### config.mk
export PLATFORM = sky130hd
export DESIGN_NAME = alu_sequencer
export DESIGN_NICKNAME = d
export VERILOG_FILES = /design/src/rtl/alu_sequencer_pkg.sv /design/src/rtl/alu_sequencer_flag_gen.sv /design/src/rtl/alu_sequencer.sv
export SDC_FILE = /design/constraint.sdc
export NUM_CORES = 1
export LEC_CHECK = 0
export ABC_AREA = 1
export BUFFER_PORTS_ARGS = -buffer_cell sky130_fd_sc_hd__buf_2
export CORE_MARGIN = 8
export CORE_UTILIZATION = 53
export DETAILED_ROUTE_END_ITERATION = 12
export HOLD_SLACK_MARGIN = 0.05
export PLACE_DENSITY_LB_ADDON = 0.25
export SYNTH_ARGS = -nofsm -noshare
export SYNTH_HDL_FRONTEND = slang
export SYNTH_SLANG_ARGS = --single-unit
### constraint.sdc
create_clock -name clk -period 2.9 [get_ports clk]
set_input_delay 0.435 -clock clk [delete_from_list [all_inputs] [get_ports clk]]
set_output_delay 0.435 -clock clk [all_outputs]
set_load 0.005 [all_outputs]
### src/rtl/alu_sequencer_pkg.sv
`default_nettype none
// ============================================================================
//  Module      : alu_sequencer_pkg
//  Description : Shared opcodes, FSM states, flag indices and select helpers
//                for the logic_unit sequencer.
//  Revision    : 1.0 - initial release
// ============================================================================
package alu_sequencer_pkg;

    // Request opcodes; 10..15 are illegal
    localparam logic [3:0] OP_PASS = 4'd0;
    localparam logic [3:0] OP_ADD  = 4'd1;
    localparam logic [3:0] OP_SUB  = 4'd2;
    localparam logic [3:0] OP_SHR  = 4'd3;
    localparam logic [3:0] OP_SHL  = 4'd4;
    localparam logic [3:0] OP_AND  = 4'd5;
    localparam logic [3:0] OP_OR   = 4'd6;
    localparam logic [3:0] OP_XOR  = 4'd7;
    localparam logic [3:0] OP_NOT  = 4'd8;
    localparam logic [3:0] OP_MUL  = 4'd9;

    // Flag bit positions inside {Z,N,C,V}
    localparam int FLG_Z = 3;
    localparam int FLG_N = 2;
    localparam int FLG_C = 1;
    localparam int FLG_V = 0;

    // Bit positions of the internal one-hot select vector
    localparam int SEL_ADD = 0;
    localparam int SEL_SUB = 1;
    localparam int SEL_SHR = 2;
    localparam int SEL_SHL = 3;
    localparam int SEL_AND = 4;
    localparam int SEL_OR  = 5;
    localparam int SEL_XOR = 6;
    localparam int SEL_NOT = 7;

    typedef enum logic [1:0] {
        ST_IDLE = 2'd0,
        ST_EXEC = 2'd1,
        ST_MUL  = 2'd2,
        ST_DONE = 2'd3
    } state_t;

    function automatic logic op_is_legal(input logic [3:0] op);
        return (op <= OP_MUL);
    endfunction

    // PASS, MUL and illegal opcodes return no select here; MUL drives ADD itself
    function automatic logic [7:0] sel_for_op(input logic [3:0] op);
        logic [7:0] s;
        s = 8'h00;
        case (op)
            OP_ADD:  s[SEL_ADD] = 1'b1;
            OP_SUB:  s[SEL_SUB] = 1'b1;
            OP_SHR:  s[SEL_SHR] = 1'b1;
            OP_SHL:  s[SEL_SHL] = 1'b1;
            OP_AND:  s[SEL_AND] = 1'b1;
            OP_OR:   s[SEL_OR]  = 1'b1;
            OP_XOR:  s[SEL_XOR] = 1'b1;
            OP_NOT:  s[SEL_NOT] = 1'b1;
            default: s = 8'h00;
        endcase
        return s;
    endfunction

endpackage : alu_sequencer_pkg
`default_nettype wire

### src/rtl/alu_sequencer_flag_gen.sv
`default_nettype none
// ============================================================================
//  Module      : alu_flag_gen
//  Description : Combinational {Z,N,C,V} generation from op, operands, result.
//  Revision    : 1.0 - initial release
// ============================================================================
module alu_flag_gen
    import alu_sequencer_pkg::*;
#(
    parameter int WIDTH = 16
) (
    input  logic [3:0]       op_i,
    input  logic [WIDTH-1:0] a_i,
    input  logic [WIDTH-1:0] b_i,
    input  logic [WIDTH-1:0] result_i,
    output logic [3:0]       flags_o
);

    logic [WIDTH-1:0] w_sum;

    // Carry-out of A+B shows up as the truncated sum wrapping below A
    assign w_sum = a_i + b_i;

    // Z/N for every op; C/V only meaningful for ADD and SUB
    always_comb begin
        flags_o        = 4'h0;
        flags_o[FLG_Z] = (result_i == '0);
        flags_o[FLG_N] = result_i[WIDTH-1];
        if (op_i == OP_ADD) begin
            flags_o[FLG_C] = (w_sum < a_i);
            flags_o[FLG_V] = (a_i[WIDTH-1] == b_i[WIDTH-1]) &&
                             (result_i[WIDTH-1] != a_i[WIDTH-1]);
        end else if (op_i == OP_SUB) begin
            flags_o[FLG_C] = (a_i < b_i);
            flags_o[FLG_V] = (a_i[WIDTH-1] != b_i[WIDTH-1]) &&
                             (result_i[WIDTH-1] != a_i[WIDTH-1]);
        end
    end

endmodule : alu_flag_gen
`default_nettype wire

### src/rtl/alu_sequencer.sv
`default_nettype none
// ============================================================================
//  Module      : alu_sequencer
//  Description : Request/response controller for the 16-bit logic_unit,
//                including an iterative shift-add MUL on the unit's adder.
//  Revision    : 1.0 - initial release
// ============================================================================
module alu_sequencer
    import alu_sequencer_pkg::*;
#(
    parameter int WIDTH          = 16,
    parameter bit MUL_EARLY_EXIT = 1'b1
) (
    input  logic             clk,
    input  logic             rst_n,
    input  logic             req_valid,
    output logic             req_ready,
    input  logic [3:0]       req_op,
    input  logic [WIDTH-1:0] req_a,
    input  logic [WIDTH-1:0] req_b,
    output logic             rsp_valid,
    input  logic             rsp_ready,
    output logic [WIDTH-1:0] rsp_data,
    output logic [3:0]       rsp_flags,
    output logic             rsp_err,
    output logic             alu_passthrough,
    output logic             alu_add,
    output logic             alu_sub,
    output logic             alu_shr,
    output logic             alu_shl,
    output logic             alu_band,
    output logic             alu_bor,
    output logic             alu_bxor,
    output logic             alu_bnegate,
    output logic [WIDTH-1:0] alu_bus1,
    output logic [WIDTH-1:0] alu_bus2,
    input  logic [WIDTH-1:0] alu_bus3
);

    localparam int              CW    = $clog2(WIDTH + 1);
    localparam logic [CW-1:0]   N_ITR = CW'(WIDTH);
    localparam logic [WIDTH:0]  W_LIM = (WIDTH + 1)'(WIDTH);

    state_t           state_q;
    logic             ready_q, rsp_valid_q, rsp_err_q;
    logic [3:0]       op_q, rsp_flags_q;
    logic [WIDTH-1:0] a_q, b_q, rsp_data_q, bus1_q, bus2_q;
    logic [WIDTH-1:0] acc_q, mcand_q, mplr_q;
    logic [CW-1:0]    cnt_q;
    logic [7:0]       sel_q;

    logic [WIDTH-1:0] acc_d, mcand_d, mplr_d, result_d;
    logic [CW-1:0]    cnt_d;
    logic [3:0]       flags_d;
    logic             mul_last;

    // The passthrough feedback path is unusable; PASS is resolved internally
    assign alu_passthrough = 1'b0;
    assign alu_add         = sel_q[SEL_ADD];
    assign alu_sub         = sel_q[SEL_SUB];
    assign alu_shr         = sel_q[SEL_SHR];
    assign alu_shl         = sel_q[SEL_SHL];
    assign alu_band        = sel_q[SEL_AND];
    assign alu_bor         = sel_q[SEL_OR];
    assign alu_bxor        = sel_q[SEL_XOR];
    assign alu_bnegate     = sel_q[SEL_NOT];
    assign alu_bus1        = bus1_q;
    assign alu_bus2        = bus2_q;
    assign req_ready       = ready_q;
    assign rsp_valid       = rsp_valid_q;
    assign rsp_data        = rsp_data_q;
    assign rsp_flags       = rsp_flags_q;
    assign rsp_err         = rsp_err_q;

    // Next multiplier iteration state and the exit test for the MUL loop
    always_comb begin
        acc_d    = mplr_q[0] ? alu_bus3 : acc_q;
        mcand_d  = mcand_q << 1;
        mplr_d   = mplr_q >> 1;
        cnt_d    = cnt_q + 1'b1;
        mul_last = (cnt_d == N_ITR) || (MUL_EARLY_EXIT && (mplr_d == '0));
    end

    // Result selection: PASS bypasses the unit, oversized shifts saturate to 0
    always_comb begin
        result_d = '0;
        if (state_q == ST_MUL) begin
            result_d = acc_d;
        end else begin
            case (op_q)
                OP_PASS:        result_d = a_q;
                OP_SHR, OP_SHL: result_d = ({1'b0, b_q} >= W_LIM) ? '0 : alu_bus3;
                default:        result_d = op_is_legal(op_q) ? alu_bus3 : '0;
            endcase
        end
    end

    alu_flag_gen #(
        .WIDTH    (WIDTH)
    ) u_flag_gen (
        .op_i     (op_q),
        .a_i      (a_q),
        .b_i      (b_q),
        .result_i (result_d),
        .flags_o  (flags_d)
    );

    // Sequencer FSM with registered selects, operand buses and response
    always_ff @(posedge clk or negedge rst_n) begin
        if (!rst_n) begin
            state_q     <= ST_IDLE;
            ready_q     <= 1'b0;
            rsp_valid_q <= 1'b0;
            rsp_err_q   <= 1'b0;
            rsp_data_q  <= '0;
            rsp_flags_q <= 4'h0;
            op_q        <= 4'h0;
            a_q         <= '0;
            b_q         <= '0;
            bus1_q      <= '0;
            bus2_q      <= '0;
            acc_q       <= '0;
            mcand_q     <= '0;
            mplr_q      <= '0;
            cnt_q       <= '0;
            sel_q       <= 8'h00;
        end else begin
            case (state_q)
                ST_IDLE: begin
                    ready_q <= 1'b1;
                    if (req_valid && ready_q) begin
                        ready_q <= 1'b0;
                        op_q    <= req_op;
                        a_q     <= req_a;
                        b_q     <= req_b;
                        if (req_op == OP_MUL) begin
                            state_q <= ST_MUL;
                            acc_q   <= '0;
                            mcand_q <= req_a;
                            mplr_q  <= req_b;
                            cnt_q   <= '0;
                            bus1_q  <= '0;
                            bus2_q  <= req_a;
                            sel_q   <= 8'h01 << SEL_ADD;
                        end else begin
                            // Illegal ops also spend one EXEC cycle, with no select
                            state_q <= ST_EXEC;
                            bus1_q  <= req_a;
                            bus2_q  <= req_b;
                            sel_q   <= sel_for_op(req_op);
                        end
                    end
                end
                ST_EXEC: begin
                    state_q     <= ST_DONE;
                    sel_q       <= 8'h00;
                    rsp_valid_q <= 1'b1;
                    if (op_is_legal(op_q)) begin
                        rsp_err_q   <= 1'b0;
                        rsp_data_q  <= result_d;
                        rsp_flags_q <= flags_d;
                    end else begin
                        rsp_err_q   <= 1'b1;
                        rsp_data_q  <= '0;
                        rsp_flags_q <= 4'h0;
                    end
                end
                ST_MUL: begin
                    acc_q   <= acc_d;
                    mcand_q <= mcand_d;
                    mplr_q  <= mplr_d;
                    cnt_q   <= cnt_d;
                    bus1_q  <= acc_d;
                    bus2_q  <= mcand_d;
                    if (mul_last) begin
                        state_q     <= ST_DONE;
                        sel_q       <= 8'h00;
                        rsp_valid_q <= 1'b1;
                        rsp_err_q   <= 1'b0;
                        rsp_data_q  <= result_d;
                        rsp_flags_q <= flags_d;
                    end
                end
                ST_DONE: begin
                    if (rsp_ready) begin
                        state_q     <= ST_IDLE;
                        rsp_valid_q <= 1'b0;
                        rsp_err_q   <= 1'b0;
                        ready_q     <= 1'b1;
                    end
                end
                default: state_q <= ST_IDLE;
            endcase
        end
    end

endmodule : alu_sequencer
`default_nettype wire

==> summary.md, run 1 <==
| Metric | Value |
|---|---|
| Outcome | finished clean |
| Die Height | 144 um |
| Relative max-transition margin | 34.4% |
| Share of post-route cells with drive strength above 1 | 18.4% |
| Port Buffer Count | 118 |
| Worst-case clock skew | 0.0108 ns |
| WL/cell | 18.2 um |
| Synth unique cells | 41 |
| Maximum clock rate | 0.354 GHz |
| Post-Place Worst Slack | 0.0294 ns |
| Width of the die | 144 um |
| Inserted Clock Buffers | 17 |
| Total routed wirelength | 26,600 um |
| Reg power frac | 26.9% |
| Top Ports | 120 |
| Synthesized flop and latch total | 152 |
| Netlist Area Pre-Place | 8730 um^2 |
| Synthesized Nets | 1,213 |
| Max-capacitance violation count | 0 |
| Cell count after synthesis | 1,109 |
| Maximum VDD drop | 0.000637 V |
| Worst Tran Pin Value | 0.974 ns |
| Syn_area_per_cell | 7.87 um^2 |
| Hold_sp | req_b[6] |
| Iteration-0 DRC count of the detailed router | 674 |
| Total setup violations reported at the end of the flow | 0 |
| H-tree levels | 4 |
| Leakage power total | 5.09 nW |
| Share of power burned in the clock network | 17.9% |
| Most common flop cell mapped by yosys | sky130_fd_sc_hd__dfrtp_1 |
| Total congestion overflow after global routing | 0 |
| Crit path max fanout | 4 |
| Starting density of the core | 53.4% |
| Class of the worst hold path | primary input to flop |
| CTS sink cnt | 152 |
| First-pass GRT wire length | 41,900 um |
| Power density relative to cell area | 1360 nW/um^2 |
| Antenna violations before repair | 0 |
| Clock-pin transition on the worst setup and hold timing paths | 0.06 ns |
| Worst setup path start | a_q[1] |
| Leading post-synthesis cells by cell area | sky130_fd_sc_hd__dfrtp_1, sky130_fd_sc_hd__nand2_1, sky130_fd_sc_hd__ha_1 |
| Die Outline Area | 20,800 um^2 |
| Reg-to-reg startpoint | a_q[1] |
| Share of total power in combinational logic | 55.2% |
| Total number of nets in the final design | 1,328 |
| DRT antenna net count | 0 |
| NetSw | 6.50 mW |
| Maximum number of pins on one net before global-route repair | 68 |
| Placed wire-length estimate | 19,500 um |
| Routability cong. | 1.00 |
| Source-to-sink clock delay at the later pin of the worst-skew pair | 0.43 ns |
| Total routing resource utilization after global routing | 26.1% |
| Post-route fraction of the period consumed by the critical path | 97.3% |
| Area share of the largest cell type after synthesis | 43.6% |
| Clock Tree Buf Depth | 2 |
| Required time worst endpoint | 3.27 ns |
| Power after layout | 14.2 mW |
| Row count | 47 |
| P&R area growth vs syn | 19.1% |
| Number of global-route vias before repair | 7,976 |
| Cell type with the largest total area after synthesis | sky130_fd_sc_hd__dfrtp_1 |
| First drt pass iteration count | 5 |
| Setup Crit Path Kind | flop to flop |
| Count of inserted antenna diode cells | 0 |
| Placeable Area | 16,300 um^2 |
| Part of the Yosys area used for sequential elements | 43.6% |
| Signal arrival time at the worst endpoint | 3.19 ns |
| Pins over their slew limit | 0 |
| Setup slack after layout | 0.0789 ns |
| CTS tree | yes |
| Sw frac | 45.9% |
| Post-DR vias/cell | 5.75 |
| Startpoint types | flop |
| Minimum clock period after layout | 2.82 ns |
| Sort of element at the end of the critical path | flop |
| Power Internal | 7.67 mW |
| DRC Markers | 0 |
| Vias | 8,372 |
| Number of warnings issued by yosys | 0 |
| Number of hold violations in the final report | 0 |
| Post-synth EDFFs | 0 |
| Root Buffer | sky130_fd_sc_hd__clkbuf_16 |
| Async SR Flop Fraction | 100% |
[power groups by stage]
stage | Clock, mW | Sequential (mW) | Combinational [mW]
2_1_floorplan | 0 | 3.69 | 5.36
3_3_place_gp | 0 | 3.79 | 7.34
3_5_place_dp | 0 | 3.82 | 7.45
4_1_cts | 2.55 | 3.79 | 7.51
5_1_grt | 2.63 | 3.94 | 8.85
6_report | 2.54 | 3.82 | 7.82
[registers in the layout, summed over array words and instances (netlist names), 4 cells and up]
name       cells
a_q           16
acc_q         16
alu_bus1      16
alu_bus2      16
b_q           16
mplr_q        16
mcand_q       15
rsp_data      15
sel_q          8
cnt_q          5
op_q           4
rsp_flags      4
[worst max-delay path: stages, from the launching register on]
cell and delay, ns:
sky130_fd_sc_hd__dfrtp_1 0.41, sky130_fd_sc_hd__ha_1 0.34, sky130_fd_sc_hd__or2_2 0.31, sky130_fd_sc_hd__o21ai_4 0.17, sky130_fd_sc_hd__nand4_1 0.13, sky130_fd_sc_hd__nand3_2 0.13, sky130_fd_sc_hd__a31oi_2 0.10, sky130_fd_sc_hd__xor2_1 0.15
sky130_fd_sc_hd__ha_1 0.32, sky130_fd_sc_hd__a21oi_1 0.15, sky130_fd_sc_hd__nand2_1 0.07, sky130_fd_sc_hd__nor3_1 0.22, sky130_fd_sc_hd__nand2_1 0.08, sky130_fd_sc_hd__nand2_1 0.07, sky130_fd_sc_hd__nand2_1 0.04, sky130_fd_sc_hd__nand2_1 0.08
[final timing paths]
check	to	slack, ns	cells after the start
setup / recovery	rsp_flags[1]	0.08	15
min in group asynchronous	acc_q[10]	0.54	2
hold / removal	b_q[6]	0.25	3
max in group asynchronous	rsp_data[1]	1.60	3
hold reg to reg	rsp_flags[0]	0.48	2
setup reg to reg	rsp_flags[1]	0.08	15
[cell usage after synthesis (2+ instances only)]
master / number
sky130_fd_sc_hd__a21oi_1: 36
sky130_fd_sc_hd__a22o_1: 2
sky130_fd_sc_hd__a31oi_1: 59
sky130_fd_sc_hd__buf_1: 9
sky130_fd_sc_hd__buf_2: 24
sky130_fd_sc_hd__buf_4: 3
sky130_fd_sc_hd__clkbuf_1: 20
sky130_fd_sc_hd__dfrtp_1: 152
sky130_fd_sc_hd__ha_1: 47
sky130_fd_sc_hd__inv_1: 79
sky130_fd_sc_hd__inv_2: 10
sky130_fd_sc_hd__mux2i_1: 12
sky130_fd_sc_hd__nand2_1: 240
sky130_fd_sc_hd__nand3_1: 77
sky130_fd_sc_hd__nand4_1: 22
sky130_fd_sc_hd__nor2_1: 140
sky130_fd_sc_hd__nor2_2: 3
sky130_fd_sc_hd__nor2_4: 3
sky130_fd_sc_hd__nor3_1: 9
sky130_fd_sc_hd__o211ai_1: 5
sky130_fd_sc_hd__o21ai_0: 84
sky130_fd_sc_hd__o21ai_1: 22
sky130_fd_sc_hd__o21ai_2: 2
sky130_fd_sc_hd__o21bai_1: 2
sky130_fd_sc_hd__o221ai_1: 14
sky130_fd_sc_hd__o31ai_1: 3
sky130_fd_sc_hd__or2_2: 3
sky130_fd_sc_hd__xor2_1: 14
[cell usage in the layout, fill, tap and decap left out, drive strengths merged, types with 5 or more instances in the layout]
master	instances
a21oi	36
a31oi	59
buf	152
bufinv	5
clkbuf	20
dfrtp	152
ha	47
inv	92
mux2i	12
nand2	242
nand3	78
nand4	22
nor2	146
nor3	9
o211ai	5
o21ai	108
o221ai	14
xor2	14
[layer usage]
layer / vias to the layer above / part of all wire (%) / track usage, %
met5: - / 0 / 0
met3: 55 / 9.1 / 6.11
met2: 369 / 44 / 40.0
met1: 3972 / 43 / 34.9
met4: 0 / 3.1 / 10.4
li1: 3976 / - / -
[repair_timing]
action	4_1_cts	5_1_grt
setup endpoints to repair	0	1
resized for setup	0	23
hold buffers	1	0
setup buffers	0	5
endpoints found under the hold margin	54	0
[cell type report]
| cell class | count | area [um^2] |
|---|---|---|
| Inverter | 89 | 334 |
| Tap cell | 220 | 275 |
| Sequential cell | 152 | 3800 |
| Clock buffer | 20 | 457 |
| Fill cell | 1445 | 5950 |
| Clock inverter | 12 | 213 |
| Multi-Input combinational cell | 811 | 4430 |
| Timing Repair Buffer | 153 | 887 |
[through the flow]
stage / utilization, % / TNS, ns / cell area [um^2] / hold slack [ns] / cells
finish: 63.6 / 0 / 10400 / 0.253 / 1457
floorplan: - / 0 / 8730 / 0.139 / 1109
CTS: 62.8 / 0 / 10300 / 0.241 / 1452
global route: 63.6 / -0.0247 / 10400 / 0.287 / 1457
detailed placement: 58.6 / 0 / 9590 / 0.435 / 1419
global placement: 58.6 / 0 / 9590 / 0.435 / 1419
[logic make-up after synthesis]
group           after synthesis  share of synthesized area (%)
buf+inv                     146                           6.84
other cells                   1                         0.0430
compound gates              233                           15.5
flops                       152                           43.6
xor+xnor                     15                           1.51
fa+ha+maj                    48                           6.97
mux                          13                           1.51
simple gates                501                           24.1
(Power assumes the default switching activity.)
==> run 2, diff against run 1 <==
--- a/config.mk
+++ b/config.mk
@@ -8,7 +8,7 @@
 export ABC_AREA = 1
 export BUFFER_PORTS_ARGS = -buffer_cell sky130_fd_sc_hd__buf_2
 export CORE_MARGIN = 8
-export CORE_UTILIZATION = 53
+export CORE_UTILIZATION = 58
 export DETAILED_ROUTE_END_ITERATION = 12
 export HOLD_SLACK_MARGIN = 0.05
 export PLACE_DENSITY_LB_ADDON = 0.25
==> constraint.sdc (replaced) <==
create_clock -name clk -period 3.21 [get_ports clk]
set_input_delay 0.4815 -clock clk [delete_from_list [all_inputs] [get_ports clk]]
set_output_delay 0.4815 -clock clk [all_outputs]
set_load 0.005 [all_outputs]
==> summary.md, run 2 (synthesis gave the netlist of run 1 again) <==
| Metric | Value |
|---|---|
| Width of the die | 139 um (was 144 um) |
| Area used by sequential logic in the layout | 3800 um^2 (about the same) |
| Maximum clock rate | 0.336 GHz (was 0.354 GHz) |
| Power after layout | 12.2 mW (was 14.2 mW) |
| Total routing resource utilization after global routing | 27.3% (was 26.1%) |
| Root Buffer | sky130_fd_sc_hd__clkbuf_16 (unchanged) |
| Top Ports | 120 (unchanged) |
| First drt pass iteration count | 5 (unchanged) |
| Antenna violations before repair | 1 (was 0) |
| Placed wire-length estimate | 19,500 um (about the same) |
| Pins over their slew limit | 0 (unchanged) |
| Most common library cell in the layout ignoring fill and taps | sky130_fd_sc_hd__nand2_1 (unchanged) |
| Setup Crit Path Kind | flop to flop (unchanged) |
| Inserted Clock Buffers | 17 (unchanged) |
| H-tree levels | 4 (unchanged) |
| Port Buffer Count | 118 (unchanged) |
| Filler cell count | 1,274 (was 1,445) |
| Total routed wirelength | 26,100 um (was 26,600 um) |
| Iteration-0 DRC count of the detailed router | 715 (was 674) |
| Post-CTS setup-driven buffer insertion count | 0 (unchanged) |
| Share of post-route cells with drive strength above 1 | 15.6% (was 18.4%) |
| Starting density of the core | 58.3% (was 53.4%) |
| First-pass GRT wire length | 42,100 um (was 41,900 um) |
| P&R area growth vs syn | 14.9% (was 19.1%) |
| Setup repair after global routing missed its margin | no |
| Die Outline Area | 19,200 um^2 (was 20,800 um^2) |
| Resized cells post-CTS | 0 (unchanged) |
| Worst-case clock skew | 0.00706 ns (was 0.0108 ns) |
| Total number of nets in the final design | 1,309 (was 1,328) |
| Required time worst endpoint | 3.58 ns (was 3.27 ns) |
| Post-route fraction of the period consumed by the critical path | 92.6% (was 97.3%) |
| Relative max-transition margin | 38.6% (was 34.4%) |
| Worst Tran Pin Value | 0.912 ns (was 0.974 ns) |
| Number of hold violations in the final report | 0 (unchanged) |
| Number of global-route vias before repair | 8,025 (was 7,976) |
| Commonest cells after routing, fill and taps aside | sky130_fd_sc_hd__nand2_1, sky130_fd_sc_hd__dfrtp_1, sky130_fd_sc_hd__nor2_1 (unchanged) |
| Maximum number of pins on one net before global-route repair | 73 (was 68) |
| Sum Neg Setup Slack | 0 ns (unchanged) |
| DRC Markers | 0 (unchanged) |
| Crit path max fanout | 5 (was 4) |
| Placement-stage cell area | 9450 um^2 (was 9590 um^2) |
| Maximum VDD drop | 0.000611 V (was 0.000637 V) |
| Total area of multi-input combinational cells | 4340 um^2 (was 4430 um^2) |
| Die Height | 139 um (was 144 um) |
| Vias | 8,262 (was 8,372) |
| Clock-pin transition on the worst setup and hold timing paths | 0.06 ns (about the same) |
| Max-capacitance violation count | 0 (unchanged) |
| Clock Tree Buf Depth | 2 (unchanged) |
| Power density relative to cell area | 1210 nW/um^2 (was 1360 nW/um^2) |
| CTS sink cnt | 152 (unchanged) |
| Placeable Area | 15,000 um^2 (was 16,300 um^2) |
| Class of the worst hold path | primary input to async pin (was primary input to flop) |
| Count of inserted antenna diode cells | 0 (unchanged) |
| Total setup violations reported at the end of the flow | 0 (unchanged) |
| Setup slack after layout | 0.236 ns (was 0.0789 ns) |
| DRT antenna net count | 0 (unchanged) |
| Signal arrival time at the worst endpoint | 3.34 ns (was 3.19 ns) |
| Sort of element at the end of the critical path | flop (unchanged) |
| Source-to-sink clock delay at the later pin of the worst-skew pair | 0.43 ns (about the same) |
| CTS tree | yes (unchanged) |
| Total congestion overflow after global routing | 0 (unchanged) |
| WL/cell | 18.6 um (was 18.2 um) |
| Startpoint types | flop (unchanged) |
| Final instance area | 10,000 um^2 (was 10,400 um^2) |
| Post-Place Worst Slack | 0.260 ns (was 0.0294 ns) |
| Minimum clock period after layout | 2.97 ns (was 2.82 ns) |
| Hold-fix buffers, CTS | 0 (was 1) |
| Post-DR vias/cell | 5.88 (was 5.75) |
| Outcome | finished clean (unchanged) |
| Routability cong. | 0.964 (was 1.00) |
| Leakage power total | 4.95 nW (was 5.09 nW) |
| Row count | 45 (was 47) |
## run 2: report_power, final
| group | switching (mW) | internal, mW |
|---|---|---|
| logic | 4.26 | 2.45 |
| registers | 0.627 | 2.82 |
| clock network | 0.803 | 1.21 |
## run 2: worst max-delay path, cell delays in order, from the launching register on
cell                      delay [ns]
sky130_fd_sc_hd__dfrtp_1        0.41
sky130_fd_sc_hd__ha_1           0.38
sky130_fd_sc_hd__or2_2          0.31
sky130_fd_sc_hd__o21ai_1        0.31
sky130_fd_sc_hd__nand4_1        0.13
sky130_fd_sc_hd__nand3_1        0.16
sky130_fd_sc_hd__a31oi_1        0.11
sky130_fd_sc_hd__xor2_1         0.15
sky130_fd_sc_hd__ha_1           0.31
sky130_fd_sc_hd__a21oi_1        0.16
sky130_fd_sc_hd__nand2_1        0.07
sky130_fd_sc_hd__nor3_1         0.18
sky130_fd_sc_hd__nand2_1        0.06
sky130_fd_sc_hd__nand2_1        0.06
sky130_fd_sc_hd__nand2_1        0.05
sky130_fd_sc_hd__nand2_1        0.05
## run 2: metrics by stage
step / util [%] / instances / hold WS, ns
after detailed placement: 63.1 / 1374 / 0.462
after global placement: 63.1 / 1374 / 0.457
after CTS: 67.0 / 1404 / 0.0685
after global routing: 67.0 / 1404 / 0.103
final: 67.0 / 1404 / 0.0515
after floorplan: - / 1109 / 0.186
## run 2: worst paths after layout
path | startpoint | to | slack (ns) | depth (start not counted)
worst max register to register | a_q[2] | rsp_flags[1] | 0.24 | 15
max in group asynchronous | rst_n | a_q[7] | 2.31 | 2
worst min register to register | rsp_flags[0] | rsp_flags[0] | 0.47 | 2
min in group clk | req_b[0] | b_q[0] | 0.31 | 3
worst max-delay path | a_q[2] | rsp_flags[1] | 0.24 | 15
worst min-delay path | rst_n | acc_q[12] | 0.05 | 1
## run 2: area by class of cell
class                           count  area share [%]
Tap cell                          188            2.34
Inverter                           89            3.33
Multi-Input combinational cell    811            43.2
Sequential cell                   152            37.9
Clock inverter                     12            1.52
Timing Repair Buffer              134            7.40
Clock buffer                       18            4.28
## run 2: layer usage
metal / GRT usage, % / vias to the layer above / routed length (um)
li1: - / 3929 / -
met1: 36.0 / 3913 / 11400
met2: 43.0 / 357 / 11900
met3: 5.68 / 61 / 1980
met4: 11.3 / 2 / 827
met5: 0 / - / 10
==> run 3, diff against run 2 <==
--- a/config.mk
+++ b/config.mk
@@ -5,7 +5,7 @@
 export SDC_FILE = /design/constraint.sdc
 export NUM_CORES = 1
 export LEC_CHECK = 0
-export ABC_AREA = 1
+export ABC_AREA = 0
 export BUFFER_PORTS_ARGS = -buffer_cell sky130_fd_sc_hd__buf_2
 export CORE_MARGIN = 8
 export CORE_UTILIZATION = 58
==> summary.md, run 3 <==
| Metric | Value |
|---|---|
| Root Buffer | sky130_fd_sc_hd__clkbuf_16 (unchanged) |
| Most common library cell in the layout ignoring fill and taps | sky130_fd_sc_hd__nand2_1 (unchanged) |
| CTS sink cnt | 152 (unchanged) |
| Inserted Clock Buffers | 17 (unchanged) |
| Post-synth EDFFs | 0 (unchanged) |
| Synth unique cells | 62 (was 41) |
| Number of cell instances on the worst register-to-register path | 15 (unchanged) |
| Die Outline Area | 19,000 um^2 (was 19,200 um^2) |
| Capture point of the worst reg-to-reg path | rsp_flags[1] (unchanged) |
| Routability cong. | 0.967 (was 0.964) |
| P&R area growth vs syn | 19.9% (was 14.9%) |
| Area share of the largest cell type after synthesis | 44.3% (was 43.6%) |
| Antenna violations before repair | 1 (unchanged) |
| Cell breakdown of the critical path | inv_2 > fa_2 > nor2_2 > o311a_4 > buf_4 > or2_2 > a31oi_2 > xor2_1 > ha_1 > a21o_1 > a21o_1 > a21oi_1 > nor2_1 > o41ai_2 > a21o_1 (was ha_1 > or2_2 > o21ai_1 > nand4_1 > nand3_1 > a31oi_1 > xor2_1 > ha_1 > a21oi_1 > nand2_1 > nor3_1 > nand2_1 > nand2_1 > nand2_1 > nand2_1) |
| Post-route non-filler standard cell count | 1,278 (was 1,404) |
| Reg-to-reg startpoint | a_q[1] (was a_q[2]) |
| Maximum number of pins on one net before global-route repair | 70 (was 73) |
| Required time worst endpoint | 3.58 ns (about the same) |
| Placeable Area | 14,500 um^2 (was 15,000 um^2) |
| Synthesized flop and latch total | 152 (unchanged) |
| Row count | 44 (was 45) |
| H-tree levels | 4 (unchanged) |
| Vias | 7,759 (was 8,262) |
| Class of the worst hold path | primary input to async pin (unchanged) |
| Async SR Flop Fraction | 100% (unchanged) |
| Most frequent cell after synthesis | sky130_fd_sc_hd__nand2_1 (unchanged) |
| Signal arrival time at the worst endpoint | 3.52 ns (was 3.34 ns) |
| Placed wire-length estimate | 18,900 um (was 19,500 um) |
| Width of the die | 138 um (was 139 um) |
| Cell with the largest stage delay on the worst path | sky130_fd_sc_hd__dfrtp_1 (unchanged) |
| Top cell by count, worst path | sky130_fd_sc_hd__a21o_1 (was sky130_fd_sc_hd__nand2_1) |
| CTS tree | yes (unchanged) |
| Total number of nets in the final design | 1,186 (was 1,309) |
| Iteration-0 DRC count of the detailed router | 802 (was 715) |
| First drt pass iteration count | 5 (unchanged) |
| First-pass GRT wire length | 40,400 um (was 42,100 um) |
| Total congestion overflow after global routing | 0 (unchanged) |
| Setup slack after layout | 0.0677 ns (was 0.236 ns) |
| Port Buffer Count | 118 (unchanged) |
| Post-DR vias/cell | 6.07 (was 5.88) |
| Post-Place Worst Slack | -0.103 ns (was 0.260 ns) |
| Worst setup path start | a_q[1] (was a_q[2]) |
| Maximum VDD drop | 0.000596 V (was 0.000611 V) |
| Synthesized Nets | 1,057 (was 1,213) |
| Total routed wirelength | 26,200 um (was 26,100 um) |
| Number of placed instances, taps included | 1,242 (was 1,374) |
| Maximum clock rate | 0.318 GHz (was 0.336 GHz) |
| Total setup violations reported at the end of the flow | 0 (unchanged) |
| Starting density of the core | 59.1% (was 58.3%) |
| Relative max-transition margin | 34.5% (was 38.6%) |
| Power density relative to cell area | 1210 nW/um^2 (about the same) |
| Commonest cells after routing, fill and taps aside | sky130_fd_sc_hd__nand2_1, sky130_fd_sc_hd__dfrtp_1, sky130_fd_sc_hd__buf_2 (was sky130_fd_sc_hd__nand2_1, sky130_fd_sc_hd__dfrtp_1, sky130_fd_sc_hd__nor2_1) |
| Most common flop cell mapped by yosys | sky130_fd_sc_hd__dfrtp_1 (unchanged) |
| DRC Markers | 0 (unchanged) |
| Sort of element at the end of the critical path | flop (unchanged) |
| Crit path max fanout | 4 (was 5) |
| DRT antenna net count | 0 (unchanged) |
| Outcome | finished clean (unchanged) |
| Leading post-synthesis cells by cell area | sky130_fd_sc_hd__dfrtp_1, sky130_fd_sc_hd__nand2_1, sky130_fd_sc_hd__mux2i_1 (was sky130_fd_sc_hd__dfrtp_1, sky130_fd_sc_hd__nand2_1, sky130_fd_sc_hd__ha_1) |
| Number of global-route vias before repair | 7,380 (was 8,025) |
| Share of the core filled with cells | 70.9% (was 67.0%) |
| Leakage power total | 5.11 nW (was 4.95 nW) |
| Worst-case clock skew | 0.00517 ns (was 0.00706 ns) |
| Die Height | 138 um (was 139 um) |
| Final instance area | 10,300 um^2 (was 10,000 um^2) |
| Netlist Area Pre-Place | 8600 um^2 (was 8730 um^2) |
| Clock Tree Buf Depth | 2 (unchanged) |
| Cell type with the largest total area after synthesis | sky130_fd_sc_hd__dfrtp_1 (unchanged) |
| Setup Crit Path Kind | flop to flop (unchanged) |
| Minimum clock period after layout | 3.14 ns (was 2.97 ns) |
| Top Ports | 120 (unchanged) |
| Number of hold violations in the final report | 0 (unchanged) |
| Hold-fix buffers, CTS | 0 (unchanged) |
| Count of inserted antenna diode cells | 0 (unchanged) |
| Share of post-route cells with drive strength above 1 | 20.7% (was 15.6%) |
| Syn_area_per_cell | 9.02 um^2 (was 7.87 um^2) |
| Startpoint types | flop (unchanged) |
| Most frequent cells after synthesis | sky130_fd_sc_hd__nand2_1, sky130_fd_sc_hd__dfrtp_1, sky130_fd_sc_hd__o21ai_0 (was sky130_fd_sc_hd__nand2_1, sky130_fd_sc_hd__dfrtp_1, sky130_fd_sc_hd__nor2_1) |
| Part of the Yosys area used for sequential elements | 44.3% (was 43.6%) |
| Pins over their slew limit | 0 (unchanged) |
| WL/cell | 20.5 um (was 18.6 um) |
| Worst setup endpoint | rsp_flags[1] (unchanged) |
| Max-capacitance violation count | 0 (unchanged) |
| Clock-pin transition on the worst setup and hold timing paths | 0.06 ns (about the same) |
| Power after layout | 12.5 mW (was 12.2 mW) |
| Cell count after synthesis | 953 (was 1,109) |
| Placement-stage cell area | 9510 um^2 (was 9450 um^2) |
| Reg-to-reg slack, setup | 0.07 ns (was 0.24 ns) |
| Total routing resource utilization after global routing | 27.8% (was 27.3%) |
| Worst Tran Pin Value | 0.976 ns (was 0.912 ns) |
| Source-to-sink clock delay at the later pin of the worst-skew pair | 0.43 ns (about the same) |
| Number of warnings issued by yosys | 0 (unchanged) |
| Maximum single-stage delay on the critical path | 0.43 ns (was 0.41 ns) |
| Post-route fraction of the period consumed by the critical path | 97.9% (was 92.6%) |
| Filler cell count | 1,114 (was 1,274) |
## run 3: power breakdown
group	leakage, nW	total (mW)	internal (mW)	switching (mW)
sequential	1.95	3.43	2.73	0.697
combinational	2.86	6.88	2.87	4.01
clock	0.310	2.19	1.40	0.783
total	5.11	12.5	7.01	5.49
## run 3: how the worst min path moves through the flow
stage,slack [ns],depth (start not counted),start,end
finish,0.04,1,rst_n,rsp_data[9]
floorplan,0.19,0,rst_n,a_q[0]
global placement,0.45,2,sel_q[3],sel_q[3]
CTS,0.08,1,rst_n,acc_q[13]
global route,0.11,1,rst_n,acc_q[13]
detailed placement,0.46,1,rsp_data[1],rsp_data[1]
## run 3: routing by layer
metal | routed length [um] | track usage, % | vias up
met5 | 13 | 0 | -
met4 | 873 | 11.8 | 2
met2 | 12000 | 43.2 | 364
li1 | - | - | 3600
met3 | 2170 | 5.91 | 64
met1 | 11200 | 37.0 | 3729
## run 3: cell type report
cell class	count	area (um^2)	share of cell area, %
Sequential cell	152	3800	36.9
Clock buffer	25	505	4.90
Clock inverter	6	136	1.32
Timing Repair Buffer	163	947	9.19
Tap cell	184	230	2.23
Multi-Input combinational cell	701	4510	43.7
Inverter	47	176	1.71
## run 3: kinds of logic (layout without fill, tap and decap cells)
| group | count (synthesis) | count (layout) | synth area share (%) |
|---|---|---|---|
| xor+xnor | 13 | 13 | 1.32 |
| flops | 152 | 152 | 44.3 |
| mux | 66 | 66 | 7.77 |
| fa+ha+maj | 48 | 48 | 7.07 |
| compound gates | 254 | 254 | 18.1 |
| other cells | 1 | 1 | 0.0436 |
| simple gates | 319 | 319 | 16.4 |
| buf+inv | 100 | 241 | 4.98 |
## run 3: per-stage QoR
stage / hold slack (ns) / TNS, ns
after floorplan: 0.186 / 0
after global placement: 0.453 / 0
after detailed placement: 0.460 / -0.103
after CTS: 0.0829 / 0
after global routing: 0.105 / -0.0394
final: 0.0442 / 0
## run 3: worst max-delay path: cells and delay by family, from the launching register on
kind	cells	cell delay (ns)
buf+inv	2	0.24
fa+ha+maj	2	0.41
simple gates	3	0.41
flops	1	0.43
compound gates	7	1.49
xor+xnor	1	0.10
## run 3: what timing repair did
| action | CTS | global route |
|---|---|---|
| pin swaps | 0 | 7 |
| setup endpoints to repair | 1 | 1 |
| resized for setup | 6 | 18 |
| buffers inserted | 0 | 5 |
